$ cat config.mk
export PLATFORM = sky130hd
export DESIGN_NAME = vga_bounce_box
export DESIGN_NICKNAME = d
export VERILOG_FILES = /design/src/rtl/vga_bounce_box.sv
export SDC_FILE = /design/constraint.sdc
export NUM_CORES = 1
export LEC_CHECK = 0
export CAP_MARGIN = 40
export CORE_ASPECT_RATIO = 1.5
export CORE_MARGIN = 2
export CORE_UTILIZATION = 50
export DETAILED_ROUTE_END_ITERATION = 8
export DONT_BUFFER_PORTS = 1
export GPL_TIMING_DRIVEN = 0
export PLACE_DENSITY_LB_ADDON = 0.25
export SYNTH_ARGS = -nofsm -noshare
export SYNTH_HDL_FRONTEND = slang
export SYNTH_SLANG_ARGS = --single-unit
$ cat constraint.sdc
create_clock -name i_clk -period 4.3 [get_ports i_clk]
set_clock_uncertainty 0.1 [all_clocks]
set_input_delay 0.86 -clock i_clk [delete_from_list [all_inputs] [get_ports i_clk]]
set_output_delay 0.86 -clock i_clk [all_outputs]
set_load 0.005 [all_outputs]
$ cat src/rtl/vga_bounce_box.sv
// Bouncing-square pixel source for a 640x480 VGA timing generator.
// Optional build macro: BOUNCE_COLOR_EN (box colour steps on each bounce).
module vga_bounce_box #(
   parameter int unsigned H_ACTIVE  = 640,
   parameter int unsigned V_ACTIVE  = 480,
   parameter int unsigned BOX_SIZE  = 32,
   parameter int unsigned SPEED     = 2,
   parameter logic [2:0]  BG_COLOR  = 3'b001,
   parameter logic [2:0]  BOX_COLOR = 3'b110
) (
   input  logic       i_clk,
   input  logic       i_rst,
   input  logic [9:0] i_hcount,
   input  logic [9:0] i_vcount,
   output logic       o_red_out,
   output logic       o_green_out,
   output logic       o_blue_out,
   output logic [9:0] o_box_x,
   output logic [9:0] o_box_y,
   output logic       o_frame_tick
);

   localparam logic [10:0] HAct   = 11'(H_ACTIVE);
   localparam logic [10:0] VAct   = 11'(V_ACTIVE);
   localparam logic [10:0] BoxSz  = 11'(BOX_SIZE);
   localparam logic [10:0] Speed  = 11'(SPEED);
   localparam logic [9:0]  SpeedN = 10'(SPEED);
   localparam logic [9:0]  XMax   = 10'(H_ACTIVE - BOX_SIZE);
   localparam logic [9:0]  YMax   = 10'(V_ACTIVE - BOX_SIZE);

   logic [9:0] r_box_x;
   logic [9:0] r_box_y;
   logic       r_dir_x;
   logic       r_dir_y;
   logic       r_frame_tick;
   logic [2:0] r_rgb;

   logic       w_trigger;
   logic [10:0] w_x_ext;
   logic [10:0] w_y_ext;
   logic [10:0] w_x_sum;
   logic [10:0] w_y_sum;
   logic [9:0] w_x_diff;
   logic [9:0] w_y_diff;
   logic [9:0] w_x_next;
   logic [9:0] w_y_next;
   logic       w_dir_x_next;
   logic       w_dir_y_next;
   logic       w_x_bounce;
   logic       w_y_bounce;
   logic       w_bounce;
   logic [10:0] w_h;
   logic [10:0] w_v;
   logic       w_active;
   logic       w_in_box;
   logic [2:0] w_box_color;
   logic [2:0] w_rgb_next;

   assign w_trigger = (i_hcount == 10'd0) && ({1'b0, i_vcount} == VAct);

   assign w_x_ext  = {1'b0, r_box_x};
   assign w_y_ext  = {1'b0, r_box_y};
   assign w_x_sum  = w_x_ext + Speed;
   assign w_y_sum  = w_y_ext + Speed;
   assign w_x_diff = r_box_x - SpeedN;
   assign w_y_diff = r_box_y - SpeedN;

   always_comb begin
      w_x_next     = r_box_x;
      w_dir_x_next = r_dir_x;
      w_x_bounce   = 1'b0;
      if (r_dir_x) begin
         if (w_x_sum >= {1'b0, XMax}) begin
            w_x_next     = XMax;
            w_dir_x_next = 1'b0;
            w_x_bounce   = 1'b1;
         end else begin
            w_x_next = w_x_sum[9:0];
         end
      end else begin
         if (w_x_ext <= Speed) begin
            w_x_next     = 10'd0;
            w_dir_x_next = 1'b1;
            w_x_bounce   = 1'b1;
         end else begin
            w_x_next = w_x_diff;
         end
      end
   end

   always_comb begin
      w_y_next     = r_box_y;
      w_dir_y_next = r_dir_y;
      w_y_bounce   = 1'b0;
      if (r_dir_y) begin
         if (w_y_sum >= {1'b0, YMax}) begin
            w_y_next     = YMax;
            w_dir_y_next = 1'b0;
            w_y_bounce   = 1'b1;
         end else begin
            w_y_next = w_y_sum[9:0];
         end
      end else begin
         if (w_y_ext <= Speed) begin
            w_y_next     = 10'd0;
            w_dir_y_next = 1'b1;
            w_y_bounce   = 1'b1;
         end else begin
            w_y_next = w_y_diff;
         end
      end
   end

   // A corner hit is a single event: the OR collapses both axes.
   assign w_bounce = w_x_bounce | w_y_bounce;

`ifdef BOUNCE_COLOR_EN
   logic [2:0] r_box_color;
   logic [2:0] w_color_inc;
   logic [2:0] w_color_next;

   assign w_color_inc = r_box_color + 3'd1;

   // Skip the background colour so the box never vanishes.
   always_comb begin
      w_color_next = w_color_inc;
      if (w_color_inc == BG_COLOR) begin
         w_color_next = r_box_color + 3'd2;
      end
   end

   always_ff @(posedge i_clk) begin
      if (i_rst) begin
         r_box_color <= BOX_COLOR;
      end else if (w_trigger && w_bounce) begin
         r_box_color <= w_color_next;
      end
   end

   assign w_box_color = r_box_color;
`else
   assign w_box_color = BOX_COLOR;
`endif

   always_ff @(posedge i_clk) begin
      if (i_rst) begin
         r_box_x      <= 10'd0;
         r_box_y      <= 10'd0;
         r_dir_x      <= 1'b1;
         r_dir_y      <= 1'b1;
         r_frame_tick <= 1'b0;
      end else begin
         r_frame_tick <= w_trigger;
         if (w_trigger) begin
            r_box_x <= w_x_next;
            r_box_y <= w_y_next;
            r_dir_x <= w_dir_x_next;
            r_dir_y <= w_dir_y_next;
         end
      end
   end

   assign w_h      = {1'b0, i_hcount};
   assign w_v      = {1'b0, i_vcount};
   assign w_active = (w_h < HAct) && (w_v < VAct);
   assign w_in_box = (w_h >= w_x_ext) && (w_h < w_x_ext + BoxSz) &&
                     (w_v >= w_y_ext) && (w_v < w_y_ext + BoxSz);

   always_comb begin
      w_rgb_next = 3'b000;
      if (w_active) begin
         w_rgb_next = w_in_box ? w_box_color : BG_COLOR;
      end
   end

   always_ff @(posedge i_clk) begin
      if (i_rst) begin
         r_rgb <= 3'b000;
      end else begin
         r_rgb <= w_rgb_next;
      end
   end

   assign o_red_out    = r_rgb[0];
   assign o_green_out  = r_rgb[1];
   assign o_blue_out   = r_rgb[2];
   assign o_box_x      = r_box_x;
   assign o_box_y      = r_box_y;
   assign o_frame_tick = r_frame_tick;

endmodule

==> impl_metrics.csv <==
group,metric,value,unit
status,outcome,"finished, final reports clean",
yosys,yosysTopAreaCell,"ha_1",
layout,diodes,0,
timing,tightestPinTransition,579,ps
global_routing,grt_pass1_vias,2679,
worst_setup_path,rr_startpoint,"o_box_y[6]",
power_and_ir_drop,power_leakage,1.04,nW
worst_setup_path,critPathTopFamily,"simple AND/OR/NAND/NOR gates",
yosys,ys_async_sr_fraction,0,%
layout,seq_area,460,um2
cts,cts_buffer_depth,2,
floorplan,fp.dieW,64.0,um
detailed_routing,wl,7450,um
worst_setup_path,r2r_slack,1400,ps
worst_setup_path,endpoint_kind,"flip-flop",
yosys,yosysMostFrequentCell,"ha_1",
worst_setup_path,path_buf_inv,0,
cts,cts.sinks,23,
global_routing,grt_max_degree,14,
detailed_routing,drt_iter0_drc,165,
detailed_routing,dr_wl_met3,338,um
timing,fin_setup_tns,0,ps
yosys,synth_ff_type,"dfxtp_1",
timing,post-route-period-util,67.5,%
global_routing,grt_pass1_wl,12400,um
cts,htreeDepth,1,
timing,hold_violations,0,
power_and_ir_drop,finalPower,0.400,mW
worst_setup_path,reg2reg_depth,9,
cts,cts_tree,"done",
floorplan,io_pins,46,
power_and_ir_drop,p_per_area,141,nW/um2
worst_setup_path,path_cells,"ha_1 -> and3_1 -> xnor2_1 -> ha_1 -> nor2b_1 -> a2111oi_0 -> a21oi_1 -> nor4_1 -> nor2b_1",
yosys,synth_seq_cells,23,
timing,fmax,0.345,GHz
placement,place.gp.congestion,0.929,
layout,fin_cells,420,
timing,setup_viol,0,
cts,holdBufCountCts,0,
detailed_routing,dr_wl_met2,4080,um
worst_setup_path,cp-startpoint,"o_box_y[6]",
worst_setup_path,worstSetupPathDepth,9,
worst_setup_path,required,4420,ps
layout,drive_gt1_share,9.09,%
cts,numCtsBuffers,3,
worst_setup_path,critPathLaunchType,"flip-flop",
layout,num-nets-final,413,
detailed_routing,wl_per_cell,17.7,um
floorplan,coreArea,5160,um2
layout,fillers,503,
worst_hold_path,worstHoldPathType,"flip-flop to flip-flop",
detailed_routing,dr.pass1.iters,7,
worst_setup_path,critPathArrivalTime,3020,ps
timing,whs,512,ps
timing,layout_min_cycle_time,2900,ps
placement,dp_cells,416,
yosys,synthTopCellsByArea,"ha_1 18%, dfxtp_1 17%, a21oi_1 4.6%",
global_routing,grt-ovfl-total,0,
yosys,synth_area_per_cell,7.77,um2
detailed_routing,avgViaCountPerCell,6.34,
yosys,synth_area,2700,um2
floorplan,rows,32,
yosys,seq_area_frac_synth,17.1,%
cts,root_buffer,"clkbuf_8",
layout,multi_input_area,2030,um2
cts,cts_setup_buffers,0,
worst_setup_path,cp_max_fo,8,
floorplan,dieArea,6010,um2
timing,grt_setup_unrepaired,"no",
timing,maxSlewViolCount,0,
global_routing,gr-usage-all-layers,26.1,%
cts,clk_pin_slew,90,ps
global_routing,antenna_found_initial,0,
yosys,synth_common_cells,"38 x ha_1, 25 x a21oi_1, 23 x dfxtp_1, 23 x inv_1, 22 x nand2_1",
detailed_routing,drcViolationCount,0,
worst_setup_path,setup.worst_path.end,"r_rgb[1]",
yosys,ys_warn_count,0,
cts,cts_resized,0,
detailed_routing,vias,2663,
placement,dpl.hpwl,6000,um
timing,slew_headroom,61.4,%
layout,areaGrowthSynthToFinish,5.01,%
yosys,ys_types,63,
worst_setup_path,r2r-end,"r_rgb[1]",
worst_setup_path,crit_slowest_cell,"dfxtp_1",
detailed_routing,highest_layer,"met4",
detailed_routing,wl_met1,2830,um
placement,portBuffers,0,
yosys,synth_cells,347,
floorplan,start_util,52.2,%
flow_run,maxCapViolations,0,
yosys,synth-edff-count,0,
cts,clk_latency,270,ps
yosys,synth_top_area_share,17.6,%
worst_setup_path,cpPeakStageDelay,580,ps
detailed_routing,ant_nets,0,
floorplan,die_h,94.0,um
power_and_ir_drop,ir_drop,0.0893,mV
worst_setup_path,worst-setup-path-type,"flip-flop to flip-flop",
==> metrics by stage <==
| step | setup WS (ps) | area [um2] | util [%] |
|---|---|---|---|
| finish | 1400 | 2830 | 54.8 |
| global route | 1150 | 2830 | 54.8 |
| CTS | 1390 | 2830 | 54.8 |
| detailed placement | 1410 | 2790 | 53.9 |
| global placement | 1440 | 2790 | 53.9 |
| floorplan | 1780 | 2700 | - |
==> flip-flops by register name, indices dropped and copies added (netlist names) <==
signal / cells
o_box_x: 9
r_dir_x: 1
o_frame_tick: 1
r_rgb: 2
r_dir_y: 1
o_box_y: 9
==> worst min path at each step <==
stage,startpoint,end,slack [ps],cells past startpoint
CTS,o_box_y[1],o_box_y[1],510,2
finish,o_box_y[1],o_box_y[1],510,2
detailed placement,o_box_y[1],o_box_y[1],500,2
global placement,o_box_y[1],o_box_y[1],490,2
floorplan,o_box_x[1],o_box_x[1],440,2
global route,o_box_y[1],o_box_y[1],540,2
==> cells by family after synthesis <==
group	share of synthesized area, %
buffers and inverters	7.70
adder cells (fa/ha/maj)	17.6
flip-flops	17.1
multiplexers	0.742
AO/OA/AOI/OAI	29.7
AND/OR/NAND/NOR	23.5
other	0.139
XOR/XNOR	3.57
==> worst register-to-register path: stages, from the launching register on <==
cell       delay [ps]
dfxtp_1           580
ha_1              320
and3_1            250
xnor2_1           140
ha_1              260
nor2b_1           140
a2111oi_0         390
a21oi_1           140
nor4_1            360
nor2b_1           160
==> cell type report <==
type	instances	area share, %
Multi-Input combinational cell	279	71.8
Sequential cell	23	16.3
Buffer	23	4.28
Inverter	23	3.05
Tap cell	68	3.00
Clock buffer	3	1.46
Clock inverter	1	0.177
==> layout by cell type (no fill, tap or decap), drive strengths merged, types with 5 or more instances in the layout <==
| cell | instances |
|---|---|
| o22ai | 6 |
| nor4 | 6 |
| o211ai | 6 |
| nor3 | 11 |
| nand2 | 22 |
| nor2 | 22 |
| ha | 38 |
| xnor2 | 11 |
| inv | 23 |
| dfxtp | 23 |
| o21a | 6 |
| a211oi | 9 |
| nand3 | 15 |
| a31oi | 8 |
| buf | 13 |
| a21oi | 26 |
| a21o | 5 |
| nand4 | 9 |
| clkbuf | 13 |
| o21ai | 18 |
==> metal layers <==
layer | GRT usage (%) | vias up
met5 | 0 | -
met4 | 10.1 | 0
met3 | 4.20 | 15
met2 | 50.5 | 82
met1 | 27.2 | 1253
li1 | - | 1313
==> power breakdown <==
part / switching (mW) / leakage, nW / internal, mW / total, mW
Combinational: 0.0210 / 0.826 / 0.0212 / 0.0422
Sequential: 0.000338 / 0.185 / 0.213 / 0.214
Clock: 0.0786 / 0.0255 / 0.0649 / 0.144
Note: power is estimated with default switching activity, not from simulation.
